===== src/rtl/uart_row_loader_if.sv =====
// uart_row_loader_if: groups the UART receive strobe and the framebuffer
// write / status signals of uart_row_loader into one bundle.
// master: drives received bytes (UART side / bench); slave: the loader itself.
interface uart_row_loader_if #(
  parameter int ROW_ADDR_WIDTH = 5,
  parameter int COL_ADDR_WIDTH = 6
);
  logic [7:0]                             rx_data;
  logic                                   rx_data_valid;
  logic                                   wr_en;
  logic [ROW_ADDR_WIDTH+COL_ADDR_WIDTH-1:0] wr_addr;
  logic [15:0]                            wr_data;
  logic                                   frame_swap;
  logic                                   busy;
  logic                                   cmd_done;
  logic                                   cmd_error;

  modport master (
    output rx_data, rx_data_valid,
    input  wr_en, wr_addr, wr_data, frame_swap, busy, cmd_done, cmd_error
  );

  modport slave (
    input  rx_data, rx_data_valid,
    output wr_en, wr_addr, wr_data, frame_swap, busy, cmd_done, cmd_error
  );
endinterface


===== src/rtl/uart_row_loader.sv =====
// uart_row_loader: parses "L <row> <pixel pairs>" row loads and "S" frame
// swaps from a UART byte stream and drives the framebuffer write port.
// Optional feature: define UART_ROW_LOADER_TIMEOUT_EN to abort a command
// whose inter-byte gap reaches TIMEOUT_TICKS cycles; without it a stalled
// command waits indefinitely.
module uart_row_loader #(
  parameter int          PIXELS_PER_ROW = 64,
  parameter int          COL_ADDR_WIDTH = 6,
  parameter int          ROW_ADDR_WIDTH = 5,
  parameter logic [15:0] TIMEOUT_TICKS  = 16'd4000,
  parameter int          TIMEOUT_WIDTH  = 16
) (
  input  logic             clk_in,
  input  logic             reset,
  uart_row_loader_if.slave bus
);

  localparam int AW = ROW_ADDR_WIDTH + COL_ADDR_WIDTH;
  localparam logic [COL_ADDR_WIDTH-1:0] LAST_COL = COL_ADDR_WIDTH'(PIXELS_PER_ROW - 1);
  localparam logic [31:0] ROW_COUNT = 32'(2 ** ROW_ADDR_WIDTH);

  localparam logic [7:0] OP_LOAD = 8'h4C;
  localparam logic [7:0] OP_SWAP = 8'h53;

  typedef enum logic [1:0] {IDLE, ROW, PIX_HI, PIX_LO} state_e;

  state_e                    state_q, state_d;
  logic [ROW_ADDR_WIDTH-1:0] row_q, row_d;
  logic [COL_ADDR_WIDTH-1:0] col_q, col_d;
  logic [7:0]                hi_q, hi_d;

  logic          wr_en_q, wr_en_d;
  logic [AW-1:0] wr_addr_q, wr_addr_d;
  logic [15:0]   wr_data_q, wr_data_d;
  logic          frame_swap_q, frame_swap_d;
  logic          busy_q, busy_d;
  logic          cmd_done_q, cmd_done_d;
  logic          cmd_error_q, cmd_error_d;

  logic          timeout_hit;

`ifdef UART_ROW_LOADER_TIMEOUT_EN
  logic [TIMEOUT_WIDTH-1:0] tmo_q, tmo_d;

  // Inter-byte gap counter: idle in IDLE, cleared by every accepted byte.
  always_comb begin
    if (state_q == IDLE || bus.rx_data_valid || timeout_hit) begin
      tmo_d = '0;
    end else begin
      tmo_d = tmo_q + 1'b1;
    end
  end

  // A byte arriving in the expiry cycle wins over the abort.
  assign timeout_hit = (state_q != IDLE) && !bus.rx_data_valid &&
                       (tmo_q == TIMEOUT_WIDTH'(TIMEOUT_TICKS - 16'd1));

  // Gap counter register.
  always_ff @(posedge clk_in) begin
    if (reset) tmo_q <= '0;
    else       tmo_q <= tmo_d;
  end
`else
  assign timeout_hit = 1'b0;
`endif

  // Next-state and registered-output decode for the command parser.
  always_comb begin
    // NOTE: every variable gets a default first so no path leaves one
    // unassigned, which would otherwise infer a latch.
    state_d      = state_q;
    row_d        = row_q;
    col_d        = col_q;
    hi_d         = hi_q;
    wr_en_d      = 1'b0;
    wr_addr_d    = wr_addr_q;
    wr_data_d    = wr_data_q;
    frame_swap_d = 1'b0;
    cmd_done_d   = 1'b0;
    cmd_error_d  = 1'b0;

    if (timeout_hit) begin
      cmd_error_d = 1'b1;
      state_d     = IDLE;
    end else if (bus.rx_data_valid) begin
      unique case (state_q)
        IDLE: begin
          if (bus.rx_data == OP_LOAD) begin
            state_d = ROW;
          end else if (bus.rx_data == OP_SWAP) begin
            frame_swap_d = 1'b1;
          end else begin
            cmd_error_d = 1'b1;
          end
        end
        ROW: begin
          if ({24'd0, bus.rx_data} < ROW_COUNT) begin
            row_d   = ROW_ADDR_WIDTH'(bus.rx_data);
            col_d   = '0;
            state_d = PIX_HI;
          end else begin
            cmd_error_d = 1'b1;
            state_d     = IDLE;
          end
        end
        PIX_HI: begin
          hi_d    = bus.rx_data;
          state_d = PIX_LO;
        end
        PIX_LO: begin
          wr_en_d   = 1'b1;
          wr_addr_d = {row_q, col_q};
          wr_data_d = {hi_q, bus.rx_data};
          if (col_q == LAST_COL) begin
            cmd_done_d = 1'b1;
            state_d    = IDLE;
          end else begin
            col_d   = col_q + 1'b1;
            state_d = PIX_HI;
          end
        end
        default: state_d = IDLE;
      endcase
    end

    busy_d = (state_d != IDLE);
  end

  // State, datapath and output registers; reset dominates any input byte.
  always_ff @(posedge clk_in) begin
    // NOTE: sequential state uses non-blocking assignments so every register
    // samples the pre-edge values regardless of statement order.
    if (reset) begin
      state_q      <= IDLE;
      row_q        <= '0;
      col_q        <= '0;
      hi_q         <= '0;
      wr_en_q      <= 1'b0;
      wr_addr_q    <= '0;
      wr_data_q    <= '0;
      frame_swap_q <= 1'b0;
      busy_q       <= 1'b0;
      cmd_done_q   <= 1'b0;
      cmd_error_q  <= 1'b0;
    end else begin
      state_q      <= state_d;
      row_q        <= row_d;
      col_q        <= col_d;
      hi_q         <= hi_d;
      wr_en_q      <= wr_en_d;
      wr_addr_q    <= wr_addr_d;
      wr_data_q    <= wr_data_d;
      frame_swap_q <= frame_swap_d;
      busy_q       <= busy_d;
      cmd_done_q   <= cmd_done_d;
      cmd_error_q  <= cmd_error_d;
    end
  end

  assign bus.wr_en      = wr_en_q;
  assign bus.wr_addr    = wr_addr_q;
  assign bus.wr_data    = wr_data_q;
  assign bus.frame_swap = frame_swap_q;
  assign bus.busy       = busy_q;
  assign bus.cmd_done   = cmd_done_q;
  assign bus.cmd_error  = cmd_error_q;

endmodule


===== src/flat_wrapper.sv =====
// flat-port wrapper written by rule: the top's interface ports become plain ports
module uart_row_loader_flat 
#(
  parameter int          PIXELS_PER_ROW = 64,
  parameter int          COL_ADDR_WIDTH = 6,
  parameter int          ROW_ADDR_WIDTH = 5,
  parameter logic [15:0] TIMEOUT_TICKS  = 16'd4000,
  parameter int          TIMEOUT_WIDTH  = 16
)
  (clk_in, reset, bus_rx_data, bus_rx_data_valid, bus_wr_en, bus_wr_addr, bus_wr_data, bus_frame_swap, bus_busy, bus_cmd_done, bus_cmd_error);
  uart_row_loader_if #(.ROW_ADDR_WIDTH(ROW_ADDR_WIDTH), .COL_ADDR_WIDTH(COL_ADDR_WIDTH)) bus_i ();
  input  logic clk_in;
  input  logic reset;
  input wire logic [$bits(bus_i.rx_data)-1:0] bus_rx_data;
  input wire logic [$bits(bus_i.rx_data_valid)-1:0] bus_rx_data_valid;
  output wire logic [$bits(bus_i.wr_en)-1:0] bus_wr_en;
  output wire logic [$bits(bus_i.wr_addr)-1:0] bus_wr_addr;
  output wire logic [$bits(bus_i.wr_data)-1:0] bus_wr_data;
  output wire logic [$bits(bus_i.frame_swap)-1:0] bus_frame_swap;
  output wire logic [$bits(bus_i.busy)-1:0] bus_busy;
  output wire logic [$bits(bus_i.cmd_done)-1:0] bus_cmd_done;
  output wire logic [$bits(bus_i.cmd_error)-1:0] bus_cmd_error;
  assign bus_i.rx_data = bus_rx_data;
  assign bus_i.rx_data_valid = bus_rx_data_valid;
  assign bus_wr_en = bus_i.wr_en;
  assign bus_wr_addr = bus_i.wr_addr;
  assign bus_wr_data = bus_i.wr_data;
  assign bus_frame_swap = bus_i.frame_swap;
  assign bus_busy = bus_i.busy;
  assign bus_cmd_done = bus_i.cmd_done;
  assign bus_cmd_error = bus_i.cmd_error;
  uart_row_loader #(.PIXELS_PER_ROW(PIXELS_PER_ROW), .COL_ADDR_WIDTH(COL_ADDR_WIDTH), .ROW_ADDR_WIDTH(ROW_ADDR_WIDTH), .TIMEOUT_TICKS(TIMEOUT_TICKS), .TIMEOUT_WIDTH(TIMEOUT_WIDTH)) u_core (.clk_in(clk_in), .reset(reset), .bus(bus_i));
endmodule

===== config.mk =====
export PLATFORM = sky130hd
export DESIGN_NAME = uart_row_loader_flat
export DESIGN_NICKNAME = d
export VERILOG_FILES = /design/src/rtl/uart_row_loader_if.sv /design/src/rtl/uart_row_loader.sv /design/src/flat_wrapper.sv
export SDC_FILE = /design/constraint.sdc
export NUM_CORES = 1
export LEC_CHECK = 0
export ABC_CLOCK_PERIOD_IN_PS = 5550
export BUFFER_PORTS_ARGS = -buffer_cell sky130_fd_sc_hd__buf_2
export CORE_MARGIN = 2
export CORE_UTILIZATION = 49
export DETAILED_ROUTE_END_ITERATION = 16
export HOLD_SLACK_MARGIN = 0.1
export PLACE_DENSITY = 0.78
export SLEW_MARGIN = 20
export SYNTH_ARGS = -nofsm -noshare
export SYNTH_HDL_FRONTEND = slang
export SYNTH_SLANG_ARGS = --single-unit

===== constraint.sdc =====
create_clock -name clk_in -period 5.55 [get_ports clk_in]
set_input_delay 1.11 -clock clk_in [delete_from_list [all_inputs] [get_ports clk_in]]
set_output_delay 1.11 -clock clk_in [all_outputs]
set_load 0.1 [all_outputs]

* Yosys cells after proc, flatten, opt, wreduce, memory -nomap -nowiden
Cells that the tools add are included.
Storage, ports and cells: output and inout bits 32, bits in registers 53
Cells by class: equal/unequal tests 8, magnitude comparators 1, add/subtract/negate cells 1, bitwise gates (word level) 3, muxes and demuxes 15, reductions and logical operators 10
Operators with widths (count):
- $eq 8x7->1 const B | 2
- $mux 6 | 2
- $pmux 6 s2 | 1
- $lt 8x6->1 const B | 1
- $mux 2 | 4
- $pmux 2 s4 | 1
- $add 6x1->6 const B | 1
- $eq 6x6->1 const B | 1
- $mux 1 | 6
- $eq 2x2->1 const B | 2
- $reduce_and 2->1 | 2
- $reduce_and 4->1 | 1
- $reduce_bool 2->1 | 2
- $reduce_or 4->1 | 1
- $not 1->1 | 3
- $reduce_and 3->1 | 1
- $reduce_or 3->1 | 1
- $eq 2x1->1 const B | 1
- $logic_not 2->1 | 1
- $ne 2x1->1 const B | 1
- $ne 2x2->1 const B | 1
- $pmux 1 s2 | 1
- $reduce_or 2->1 | 1

* Depth between registers and ports, before layout
word-level depth 5, mapped depth 6

* Worst setup path after synthesis
No wires, ideal clock.
path type input-to-reg, from input port bus_rx_data[6], to register u_core.col_q[5], path buffers 1, arrival time 2447 ps, setup slack 3033 ps, cell stages on the path 5, path through or3_4 -> a22o_1 -> buf_6 -> or4_1 -> a21boi_1
Between the ends: cells in the longest elaborated chain, start to end 3
RTL lines:
- from (decl) | line flat_wrapper.sv:14 | input wire logic [$bits(bus_i.rx_data)-1:0] bus_rx_data;
- $lt 8x6->1 | line uart_row_loader.sv:97 | if ({24'd0, bus.rx_data} < ROW_COUNT) begin
- $ne 2x1->1 (no source line)
- $reduce_and 4->1 (no source line)
- to (signal assigned) | line uart_row_loader.sv:148 | col_q <= col_d;
- to (decl) | line uart_row_loader.sv:29 | logic [COL_ADDR_WIDTH-1:0] col_q, col_d;
Every way passes these cells. A chain may end at the register's enable or synchronous reset.

* Worst setup path in the final report
from input port bus_rx_data[6], to register u_core.col_q[3]
The elaborated chain is that of the path after synthesis.

==> results.sh <==
export IMPL_status="completed"
export IMPL_synth_largest_area_cell="dfxtp_1"
export IMPL_cts_buffers=5
export IMPL_grt_max_degree=48
export IMPL_leakagePower_nw=0.9645
export IMPL_post_place_ws_ps=2818
export IMPL_syn_area_um2=2027
export IMPL_start_util_pct=50.67
export IMPL_core_rowCount=23
export IMPL_cts_resized=0
export IMPL_final_setup_tns_ps=0
export IMPL_ant_nets=0
export IMPL_fin_crit_ps=2441
export IMPL_vias=1733
export IMPL_synth_top_area_share_pct=52.35
export IMPL_layout_commonest_cell="nand2_1"
export IMPL_max_slew_margin_pct=32.41
export IMPL_holdCritPathClass="reg2reg"
export IMPL_drtIter0Drc=105
export IMPL_diodes=0
export IMPL_yosys_top_cells_area="dfxtp_1, nand2_1, a21oi_1, mux2i_1, nor2_1"
export IMPL_cp_max_fo=11
export IMPL_timing_fmax_mhz=409.7
export IMPL_grt_use_total_pct=20.48
export IMPL_final_cells=324
export IMPL_numPortBuffers=42
export IMPL_synth_warning_count=0
export IMPL_yosysSeqAreaShare_pct=52.35
export IMPL_antenna_found_initial=0
export IMPL_die_x_um=68.32
export IMPL_maxSlewViolCount=0
export IMPL_coreArea_um2=4000
export IMPL_synthCells=236
export IMPL_ir_worst_vdd_mv=0.1586
export IMPL_grt_pass1_wl_um=7086
export IMPL_critPathArrivalTime_ps=2670
export IMPL_dp_cells=316
export IMPL_setup_ws_ps=3109
export IMPL_root_buffer="clkbuf_8"
export IMPL_clock_skew_ps=8.980
export IMPL_cts_tree="yes"
export IMPL_drive_above_1_share_pct=18.98
export IMPL_worstSetupEndpointType="register"
export IMPL_gp_congestion=0.7572
export IMPL_boundaryPins=43
export IMPL_overflow=0
export IMPL_first_pass_iters=4
export IMPL_syn_nets=248
export IMPL_total_power_w=0.0006665
export IMPL_clk_pin_slew_ps=90
export IMPL_wl_per_cell_um=13.71
export IMPL_post_cts_buffers=0
export IMPL_power_density_nw_per_um2=282.2
export IMPL_required_ps=5780
export IMPL_drv_cap=0
export IMPL_final_cell_mix="nand2_1, dfxtp_1, buf_2, a21oi_1, nor2_1"
export IMPL_drc=0
export IMPL_nNetsFinal=285
export IMPL_htree_num_levels=2
export IMPL_clock_latency_ps=310
export IMPL_period_share_pct=43.98
export IMPL_ctsHoldBuffers=0
export IMPL_synthDistinctLibCells=33
export IMPL_hold_violations=0
export IMPL_syn_area_per_cell_um2=8.589
export IMPL_holdWs_ps=454.8
export IMPL_grt_pass1_vias=1582
export IMPL_cp_start_kind="primary input"
export IMPL_hpwl_um=2972
export IMPL_wl_um=4442
export IMPL_setup_viol=0
export IMPL_area_growth_pct=16.54
export IMPL_tightest_slew_ps=1011
export IMPL_critPathKind="in2reg"
export IMPL_vias_per_cell=5.349
export IMPL_yosys_register_bits=53
export IMPL_fillers=357
export IMPL_cts_sinks=53
export IMPL_grt_setup_unrepaired="no"
export IMPL_cts_buffer_depth=2
export IMPL_die_h_um=68.32
export IMPL_die_area_um2=4667
[Yosys cell counts (all sizes together)]
master,number
a22oi,1
ha,1
a2111oi,1
o2bb2ai,1
or3,1
nand3b,1
clkbuf,12
o21ai,4
nor2,19
a311oi,1
nor4,1
buf,1
mux2i,13
and4b,1
dfxtp,53
and2,1
o31ai,4
nand2b,2
and4,1
nand2,59
and3,2
nand3,5
nand4,1
a21oi,33
nor3,2
or4,5
inv,3
a22o,1
a21boi,4
nor4bb,1
nor2b,1
[layout make-up]
type                       count  area, um^2  share of cell area, %
sequential                    53        1061                  44.92
multi-input combinational    167       898.4                  38.03
timing repair buffer          43       217.7                  9.216
clock buffer                   6       72.57                  3.072
tap                           50       62.56                  2.648
clock inverter                 2       38.79                  1.642
inverter                       3       11.26                 0.4767
[report_power, final]
part | switching (W) | internal, W
registers | 0.000000128 | 0.000380
logic | 0.0000172 | 0.00000597
clock network | 0.000127 | 0.000136
total | 0.000145 | 0.000522
[cells by family after synthesis]
family,Yosys count,synth area share [%]
adders and majority gates,1,0.6172
and+or+nand+nor,103,23.09
muxes,13,6.420
AOI/OAI and AO/OA,50,14.20
DFF,53,52.35
buffers and inverters,16,3.333
[worst max-delay path, stage by stage]
cell,delay (ps)
buf_2,140
or3_4,410
a22o_1,350
or4_1,490
a21boi_0,180
[registers in the layout, indices dropped and copies added (netlist names)]
signal                 count
u_core.bus.busy            1
u_core.bus.cmd_error       1
u_core.bus.wr_data        16
u_core.state_q             2
u_core.bus.frame_swap      1
u_core.bus.wr_addr        11
u_core.hi_q                8
u_core.col_q               6
u_core.row_q               5
u_core.bus.wr_en           1
u_core.bus.cmd_done        1
[metal layers]
metal / wire length [um] / GRT usage (%) / up-vias
met2: 2004 / 34.10 / 46
met5: 0 / 0 / -
met4: 72 / 8.500 / 0
li1: - / - / 878
met3: 241 / 6.086 / 7
met1: 2123 / 24.54 / 802
[stage by stage]
step	area, um^2	util [%]
floorplan	2027	-
global placement	2251	56.27
detailed placement	2251	56.27
CTS	2362	59.06
global route	2362	59.06
finish	2362	59.06
[path summary, 6_finish.rpt]
kind                                       startpoint               endpoint  slack, ps  cells past startpoint
worst min register to register  u_core.bus.wr_data[7]  u_core.bus.wr_data[7]        450                      2
worst max-delay path                   bus_rx_data[6]        u_core.col_q[3]       3110                      5
worst max register to register        u_core.col_q[0]        u_core.col_q[3]       3620                      5
worst min-delay path            u_core.bus.wr_data[7]  u_core.bus.wr_data[7]        450                      2
Power figures use the tool's default switching activity.
